--- config.mk ---
export PLATFORM = sky130hd
export DESIGN_NAME = insn_encoder
export DESIGN_NICKNAME = d
export VERILOG_FILES = /design/src/rtl/insn_pkg.sv /design/src/rtl/insn_imm_pack.sv /design/src/rtl/insn_encoder.sv
export SDC_FILE = /design/constraint.sdc
export NUM_CORES = 1
export LEC_CHECK = 0
export CORE_AREA = 2 2 100 102
export CTS_BUF_LIST = sky130_fd_sc_hd__clkbuf_16
export DETAILED_ROUTE_END_ITERATION = 10
export DIE_AREA = 0 0 102 104
export PLACE_DENSITY_LB_ADDON = 0.25
export REMOVE_ABC_BUFFERS = 1
export SLEW_MARGIN = 10
export SYNTH_ARGS = -nofsm -noshare
export SYNTH_HDL_FRONTEND = slang
export SYNTH_SLANG_ARGS = --single-unit
export TNS_END_PERCENT = 1
--- constraint.sdc ---
create_clock -name clock -period 2.7 [get_ports clock]
set_input_delay 0.675 -clock clock [delete_from_list [all_inputs] [get_ports clock]]
set_output_delay 0.675 -clock clock [all_outputs]
set_load 0.03 [all_outputs]
--- src/rtl/insn_pkg.sv ---
// RV32I encoder shared definitions: opcodes, fixed instruction words, field positions
// and the opcode-to-format classification used by the encoder and its immediate packer.
package insn_pkg;

    localparam logic [6:0] OP_R      = 7'b0110011;
    localparam logic [6:0] OP_LOAD   = 7'b0000011;
    localparam logic [6:0] OP_IMM    = 7'b0010011;
    localparam logic [6:0] OP_JALR   = 7'b1100111;
    localparam logic [6:0] OP_STORE  = 7'b0100011;
    localparam logic [6:0] OP_BRANCH = 7'b1100011;
    localparam logic [6:0] OP_AUIPC  = 7'b0010111;
    localparam logic [6:0] OP_LUI    = 7'b0110111;
    localparam logic [6:0] OP_JAL    = 7'b1101111;
    localparam logic [6:0] OP_SYSTEM = 7'b1110011;

    localparam logic [31:0] NOP    = 32'h0000_0013;
    localparam logic [31:0] ECALL  = 32'h0000_0073;
    localparam logic [31:0] EBREAK = 32'h0010_0073;

    localparam int RD_LSB  = 7;
    localparam int F3_LSB  = 12;
    localparam int RS1_LSB = 15;
    localparam int RS2_LSB = 20;
    localparam int F7_LSB  = 25;

    typedef enum logic [2:0] {
        FMT_R,
        FMT_I,
        FMT_S,
        FMT_B,
        FMT_U,
        FMT_J,
        FMT_SYS,
        FMT_BAD
    } fmt_t;

    function automatic fmt_t fmt_of(input logic [6:0] op);
        case (op)
            OP_R:                     return FMT_R;
            OP_LOAD, OP_JALR, OP_IMM: return FMT_I;
            OP_STORE:                 return FMT_S;
            OP_BRANCH:                return FMT_B;
            OP_LUI, OP_AUIPC:         return FMT_U;
            OP_JAL:                   return FMT_J;
            OP_SYSTEM:                return FMT_SYS;
            default:                  return FMT_BAD;
        endcase
    endfunction

endpackage

--- src/rtl/insn_imm_pack.sv ---
// Scatters the immediate into its instruction bit positions for the opcode's format and
// flags values that do not fit; purely combinational, no handshake.
module insn_imm_pack
    import insn_pkg::*;
(
    input  logic [6:0]  i_opcode,
    input  logic [2:0]  i_funct3,
    input  logic [6:0]  i_funct7,
    input  logic [31:0] i_imm,
    input  logic [4:0]  i_shamt,
    output logic [31:0] o_imm_bits,
    output logic        o_imm_err
);

    fmt_t w_fmt;
    logic w_shift;

    function automatic logic all_eq(input logic [20:0] v, input int n);
        logic [20:0] w_mask;
        w_mask = ~(21'h1f_ffff << n);
        return ((v & w_mask) == w_mask) || ((v & w_mask) == 21'h0);
    endfunction

    always_comb begin
        w_fmt      = fmt_of(i_opcode);
        w_shift    = (i_opcode == OP_IMM) && (i_funct3[1:0] == 2'b01);
        o_imm_bits = '0;
        o_imm_err  = 1'b0;
        case (w_fmt)
            FMT_I: begin
                if (w_shift) begin
                    o_imm_bits = {i_funct7, i_shamt, 20'b0};
                    // only SRAI may carry the arithmetic-shift funct7
                    o_imm_err  = !((i_funct7 == 7'b0000000) ||
                                   (i_funct7 == 7'b0100000 && i_funct3 == 3'b101));
                end else begin
                    o_imm_bits = {i_imm[11:0], 20'b0};
                    o_imm_err  = !all_eq(i_imm[31:11], 21);
                end
            end
            FMT_S: begin
                o_imm_bits = {i_imm[11:5], 13'b0, i_imm[4:0], 7'b0};
                o_imm_err  = !all_eq(i_imm[31:11], 21);
            end
            FMT_B: begin
                o_imm_bits = {i_imm[12], i_imm[10:5], 13'b0, i_imm[4:1], i_imm[11], 7'b0};
                o_imm_err  = i_imm[0] || !all_eq({1'b0, i_imm[31:12]}, 20);
            end
            FMT_U: begin
                o_imm_bits = {i_imm[31:12], 12'b0};
                o_imm_err  = |i_imm[11:0];
            end
            FMT_J: begin
                o_imm_bits = {i_imm[20], i_imm[10:1], i_imm[11], i_imm[19:12], 12'b0};
                o_imm_err  = i_imm[0] || !all_eq({9'b0, i_imm[31:20]}, 12);
            end
            FMT_SYS: begin
                o_imm_bits = {i_imm[11:0], 20'b0};
                o_imm_err  = |i_imm[31:1];
            end
            FMT_BAD: o_imm_err = 1'b1;
            default: o_imm_err = 1'b0;
        endcase
    end

endmodule

--- src/rtl/insn_encoder.sv ---
// Packs an RV32I field bundle into an instruction word and streams it with an address;
// one-cycle registered latency, IN_READY drops only while the held word is stalled.
module insn_encoder
    import insn_pkg::*;
#(
    parameter logic [31:0] BASE_ADDR = 32'h0100_0000,
    parameter int          DEPTH     = 1024,
    parameter int          CNT_W     = 16
) (
    input  logic             clock,
    input  logic             reset,
    input  logic             IN_VALID,
    output logic             IN_READY,
    input  logic [6:0]       OPCODE,
    input  logic [4:0]       RD,
    input  logic [4:0]       RS1,
    input  logic [4:0]       RS2,
    input  logic [2:0]       FUNCT3,
    input  logic [6:0]       FUNCT7,
    input  logic [31:0]      IMM,
    input  logic [4:0]       SHAMT,
    output logic             OUT_VALID,
    input  logic             OUT_READY,
    output logic [31:0]      OUT_INSN,
    output logic [31:0]      OUT_ADDR,
    output logic             OUT_ERR,
    output logic             ERR_SEEN,
    output logic [CNT_W-1:0] WORD_CNT
);

    localparam logic [31:0] LAST_ADDR = BASE_ADDR + 32'(4 * (DEPTH - 1));

    fmt_t              w_fmt;
    logic [31:0]       w_imm_bits;
    logic              w_imm_err;
    logic [31:0]       w_regs;
    logic [31:0]       w_insn;
    logic              w_accept;
    logic              w_emit;

    logic              r_vld;
    logic [31:0]       r_insn;
    logic [31:0]       r_addr;
    logic              r_err;
    logic              r_err_seen;
    logic [CNT_W-1:0]  r_cnt;

    insn_imm_pack u_imm_pack (
        .i_opcode   (OPCODE),
        .i_funct3   (FUNCT3),
        .i_funct7   (FUNCT7),
        .i_imm      (IMM),
        .i_shamt    (SHAMT),
        .o_imm_bits (w_imm_bits),
        .o_imm_err  (w_imm_err)
    );

    always_comb begin
        w_fmt  = fmt_of(OPCODE);
        w_regs = '0;
        case (w_fmt)
            FMT_R: w_regs = (32'(FUNCT7) << F7_LSB) | (32'(RS2) << RS2_LSB) |
                            (32'(RS1) << RS1_LSB) | (32'(FUNCT3) << F3_LSB) |
                            (32'(RD) << RD_LSB);
            FMT_I: w_regs = (32'(RS1) << RS1_LSB) | (32'(FUNCT3) << F3_LSB) |
                            (32'(RD) << RD_LSB);
            FMT_S,
            FMT_B: w_regs = (32'(RS2) << RS2_LSB) | (32'(RS1) << RS1_LSB) |
                            (32'(FUNCT3) << F3_LSB);
            FMT_U,
            FMT_J: w_regs = 32'(RD) << RD_LSB;
            default: w_regs = '0;
        endcase
        w_insn = w_imm_bits | w_regs | {25'b0, OPCODE};
        if (w_fmt == FMT_BAD) begin
            w_insn = NOP;
        end else if (w_fmt == FMT_SYS && !w_imm_err) begin
            w_insn = IMM[0] ? EBREAK : ECALL;
        end
    end

    assign IN_READY  = !r_vld || OUT_READY;
    assign w_accept  = IN_VALID && IN_READY;
    assign w_emit    = r_vld && OUT_READY;

    always_ff @(posedge clock) begin
        if (reset) begin
            r_vld      <= 1'b0;
            r_insn     <= '0;
            r_addr     <= BASE_ADDR;
            r_err      <= 1'b0;
            r_err_seen <= 1'b0;
            r_cnt      <= '0;
        end else begin
            if (w_accept) begin
                r_vld  <= 1'b1;
                r_insn <= w_insn;
                r_err  <= w_imm_err;
                if (w_imm_err) begin
                    r_err_seen <= 1'b1;
                end
            end else if (w_emit) begin
                r_vld <= 1'b0;
            end
            // OUT_ADDR names the held word, so it only moves once that word leaves
            if (w_emit) begin
                r_addr <= (r_addr == LAST_ADDR) ? BASE_ADDR : r_addr + 32'd4;
                if (r_cnt != '1) begin
                    r_cnt <= r_cnt + 1'b1;
                end
            end
        end
    end

    assign OUT_VALID = r_vld;
    assign OUT_INSN  = r_insn;
    assign OUT_ADDR  = r_addr;
    assign OUT_ERR   = r_err;
    assign ERR_SEEN  = r_err_seen;
    assign WORD_CNT  = r_cnt;

endmodule

==> flow_summary_export.csv <==
group,metric,value,unit
run_status,outcome,"complete, no violations",
synth,yosysWarningCount,0,
synth,synth_adder_area_share,0.888,%
critical_path,max_stage_delay,0.56,ns
drt,route.vias.total,4712,
cells_and_area,post_route_cells_drive_above_1_share,13.8,%
cells_and_area,nNetsFinal,803,
drt,dr.pass1.iters,7,
critical_path,worst_ep_required_time,2.92,ns
global_route,antenna_found_initial,0,
timing,slew_viol_final,0,
drt,ant_nets,0,
cells_and_area,area_delta_synth_final,57.1,%
global_route,grt_pass1_wl,21.9,mm
critical_path,path_class,"in2reg",
clocking,clk_pin_slew,0.06,ns
floorplanning,die_x,102,µm
synth,ys.flop_type,"dfxtp_1",
placed_design,post-place-ws,-0.172,ns
synth,synth-xor-area-share,7.46,%
critical_path,path_max_fanout,2,
timing,finalHoldViolCount,0,
critical_path,cp-end-kind,"register",
pwr,ir_worst_vdd,0.354,mV
pwr,p_leak,2.31,nW
clocking,cts_setup_buffers,0,
run,maxCapViolations,0,
synth,synth_area_per_cell,8.08,µm²
drt,drc_errors,0,
timing,setup_tns,0,ns
critical_path,r2r_end,"OUT_ADDR[26]",
placed_design,place.gp.congestion,0.889,
global_route,overflow,0,
placed_design,portBuffers,154,
timing,fin_crit,2.54,ns
timing,setup_viol,0,
cells_and_area,stdcell_count,865,
cells_and_area,seq_area,1620,µm²
clocking,ctsHoldBuffers,0,
clocking,clock_latency,0.33,ns
cells_and_area,post-route-util,69.5,%
synth,synth_compound_area_share,17.7,%
timing,max_freq,394,MHz
floorplanning,io_pins,157,
worst_hold_path,min_to,"OUT_INSN[12]",
pwr,comb_power_share,12.2,%
timing,final.setup.worst_slack,0.160,ns
floorplanning,die_y,104,µm
critical_path,rr_startpoint,"OUT_ADDR[6]",
synth,synth_edf_count,0,
critical_path,rrSetupSlack,0.57,ns
pwr,power_switching,0.676,mW
synth,synth_area,4230,µm²
synth,yosysSeqAreaShare,38.4,%
pwr,intPower,2.30,mW
critical_path,critPathLaunchType,"primary input",
synth,synth_seq_cells,81,
drt,drtIter0Drc,305,
floorplanning,start_util,44.2,%
clocking,cts_root_buffer,"clkbuf_16",
timing,fin_skew,0.00775,ns
timing,rsz0062_at_grt,"false",
drt,avgViaCountPerCell,5.45,
floorplanning,die-area,10600,µm²
global_route,grt_util_all_layers,25.6,%
clocking,htreeDepth,3,
clocking,cts_max_path_buffers,2,
synth,synth_top_family_by_area,"simple AND/OR/NAND/NOR gates",
synth,muxShareOfSynthArea,0.267,%
worst_hold_path,min_path_cells,2,
critical_path,r2r_cells,6,
pwr,power,2.98,mW
cells_and_area,fillCellCount,773,
pwr,switching_share,22.7,%
synth,ys_types,63,
pwr,clkPwrFrac,47.0,%
cells_and_area,diodes,0,
placed_design,dpl.cell_count,849,
synth,synthCells,523,
placed_design,hpwl,10.4,mm
worst_hold_path,hold_path_startpoint,"OUT_INSN[12]",
cells_and_area,multi_input_area,2440,µm²
clocking,cts-resized-gates,0,
worst_hold_path,hold_path.class,"reg2reg",
cells_and_area,final_common_cell,"clkdlybuf4s50_1",
cells_and_area,mostFrequentLayoutCells,"clkdlybuf4s50_1 (153), dfxtp_1 (81), nand2_1 (71)",
critical_path,crit_path_top_delay_cell,"or4_4",
global_route,grt_pass1_vias,4525,
pwr,sequentialPowerShare,40.8,%
critical_path,path_cells,"clkdlybuf4s50_1 -> or4_4 -> a2111oi_4 -> a41oi_1 -> o21ai_1 -> o2bb2ai_1 -> o41a_1",
global_route,grt_start_max_net_pins,27,
synth,async_flop_share,0,%
floorplanning,core,9550,µm²
critical_path,setup.worst_path.start,"FUNCT7[0]",
drt,routedWlPerCell,15.4,µm
timing,fin_crit_sh,94.1,%
synth,synth-simple-area-share,31.0,%
critical_path,worstPathArrival,2.75,ns
clocking,cts_inserted_buffers,9,
floorplanning,std_cell_rows,36,
drt,postRouteWirelength,13.4,mm
pwr,p_per_area,449,nW/µm²
clocking,cts.sinks,81,
clocking,cts_tree,"yes",
[metrics by stage]
step	hold WS [ns]	area, µm²
after floorplan	0.575	4100
after global placement	0.436	6290
after detailed placement	0.443	6290
after CTS	0.452	6640
after global routing	0.469	6640
final	0.451	6640
[layer usage]
layer / global-route usage (%) / vias to the layer above / part of all wire (%)
li1: - / 2312 / -
met2: 42.3 / 184 / 49
met5: 0 / - / 0
met3: 3.76 / 17 / 5.9
met4: 9.33 / 0 / 2.0
met1: 33.6 / 2199 / 43
[critical path, delay by kind of cell]
kind	cells	cell delay, ns
AOI/OAI and AO/OA	5	1.08
and+or+nand+nor	1	0.56
buffers and inverters	1	0.43
[cells in the mapped netlist, types with 2 or more instances]
library cell	count	share of area (%)
a21oi_1	23	2.7
a222oi_1	8	1.9
a22oi_1	29	5.2
and2_1	2	0.30
and3_1	4	0.59
and4_1	3	0.62
buf_1	2	0.18
buf_2	6	0.71
buf_4	3	0.53
buf_6	2	0.53
clkbuf_1	10	0.89
dfxtp_1	81	38
ha_1	3	0.89
inv_1	12	1.1
nand2_1	71	6.3
nand2b_1	4	0.59
nand3_1	25	3.0
nand4_1	19	2.8
nor2_1	69	6.1
nor3_1	13	1.5
nor3_2	3	0.71
nor3b_1	2	0.36
nor4_1	13	1.9
nor4bb_1	2	0.47
o21ai_0	26	3.1
o21ai_1	4	0.47
o31ai_1	2	0.36
or2_2	3	0.44
or3_1	10	1.5
or4_1	2	0.36
xnor2_1	18	3.7
xor2_1	18	3.7
[how the worst max path moves through the flow]
stage                         endpoint  slack, ns  cells past startpoint
final                         ERR_SEEN       0.16                      7
after global placement        ERR_SEEN      -0.12                      7
after detailed placement      ERR_SEEN      -0.17                      7
after floorplan           OUT_ADDR[10]      -0.43                      5
after CTS                     ERR_SEEN       0.18                      7
after global routing          ERR_SEEN       0.05                      7
[kinds of logic after synthesis]
| group | after synthesis |
|---|---|
| and+or+nand+nor | 258 |
| muxes | 1 |
| xor gates and xnor gates | 36 |
| adders and majority gates | 3 |
| DFF | 81 |
| buffers and inverters | 36 |
| other | 1 |
| AOI/OAI and AO/OA | 107 |
[sequential cells by signal, summed over array words and instances (netlist names)]
register	cells
WORD_CNT	16
OUT_ADDR	30
OUT_ERR	1
ERR_SEEN	1
OUT_INSN	32
OUT_VALID	1
[area by class of cell]
class / instances / area share, %
well taps: 133 / 2.51
repair buffers: 216 / 30.4
flip-flops and latches: 81 / 24.4
clock buffers: 9 / 3.39
inverters: 12 / 0.679
clock inverters: 7 / 1.75
multi-input cells: 407 / 36.8
[power groups by stage]
stage          Clock (mW)  Combinational (mW)  Sequential, mW
6_report             1.40               0.362            1.22
5_1_grt              1.48               0.387            1.22
4_1_cts              1.42               0.360            1.22
3_5_place_dp            0               0.358            1.24
3_3_place_gp            0               0.355            1.24
2_1_floorplan           0              0.0879            1.26
(Power assumes the default switching activity.)
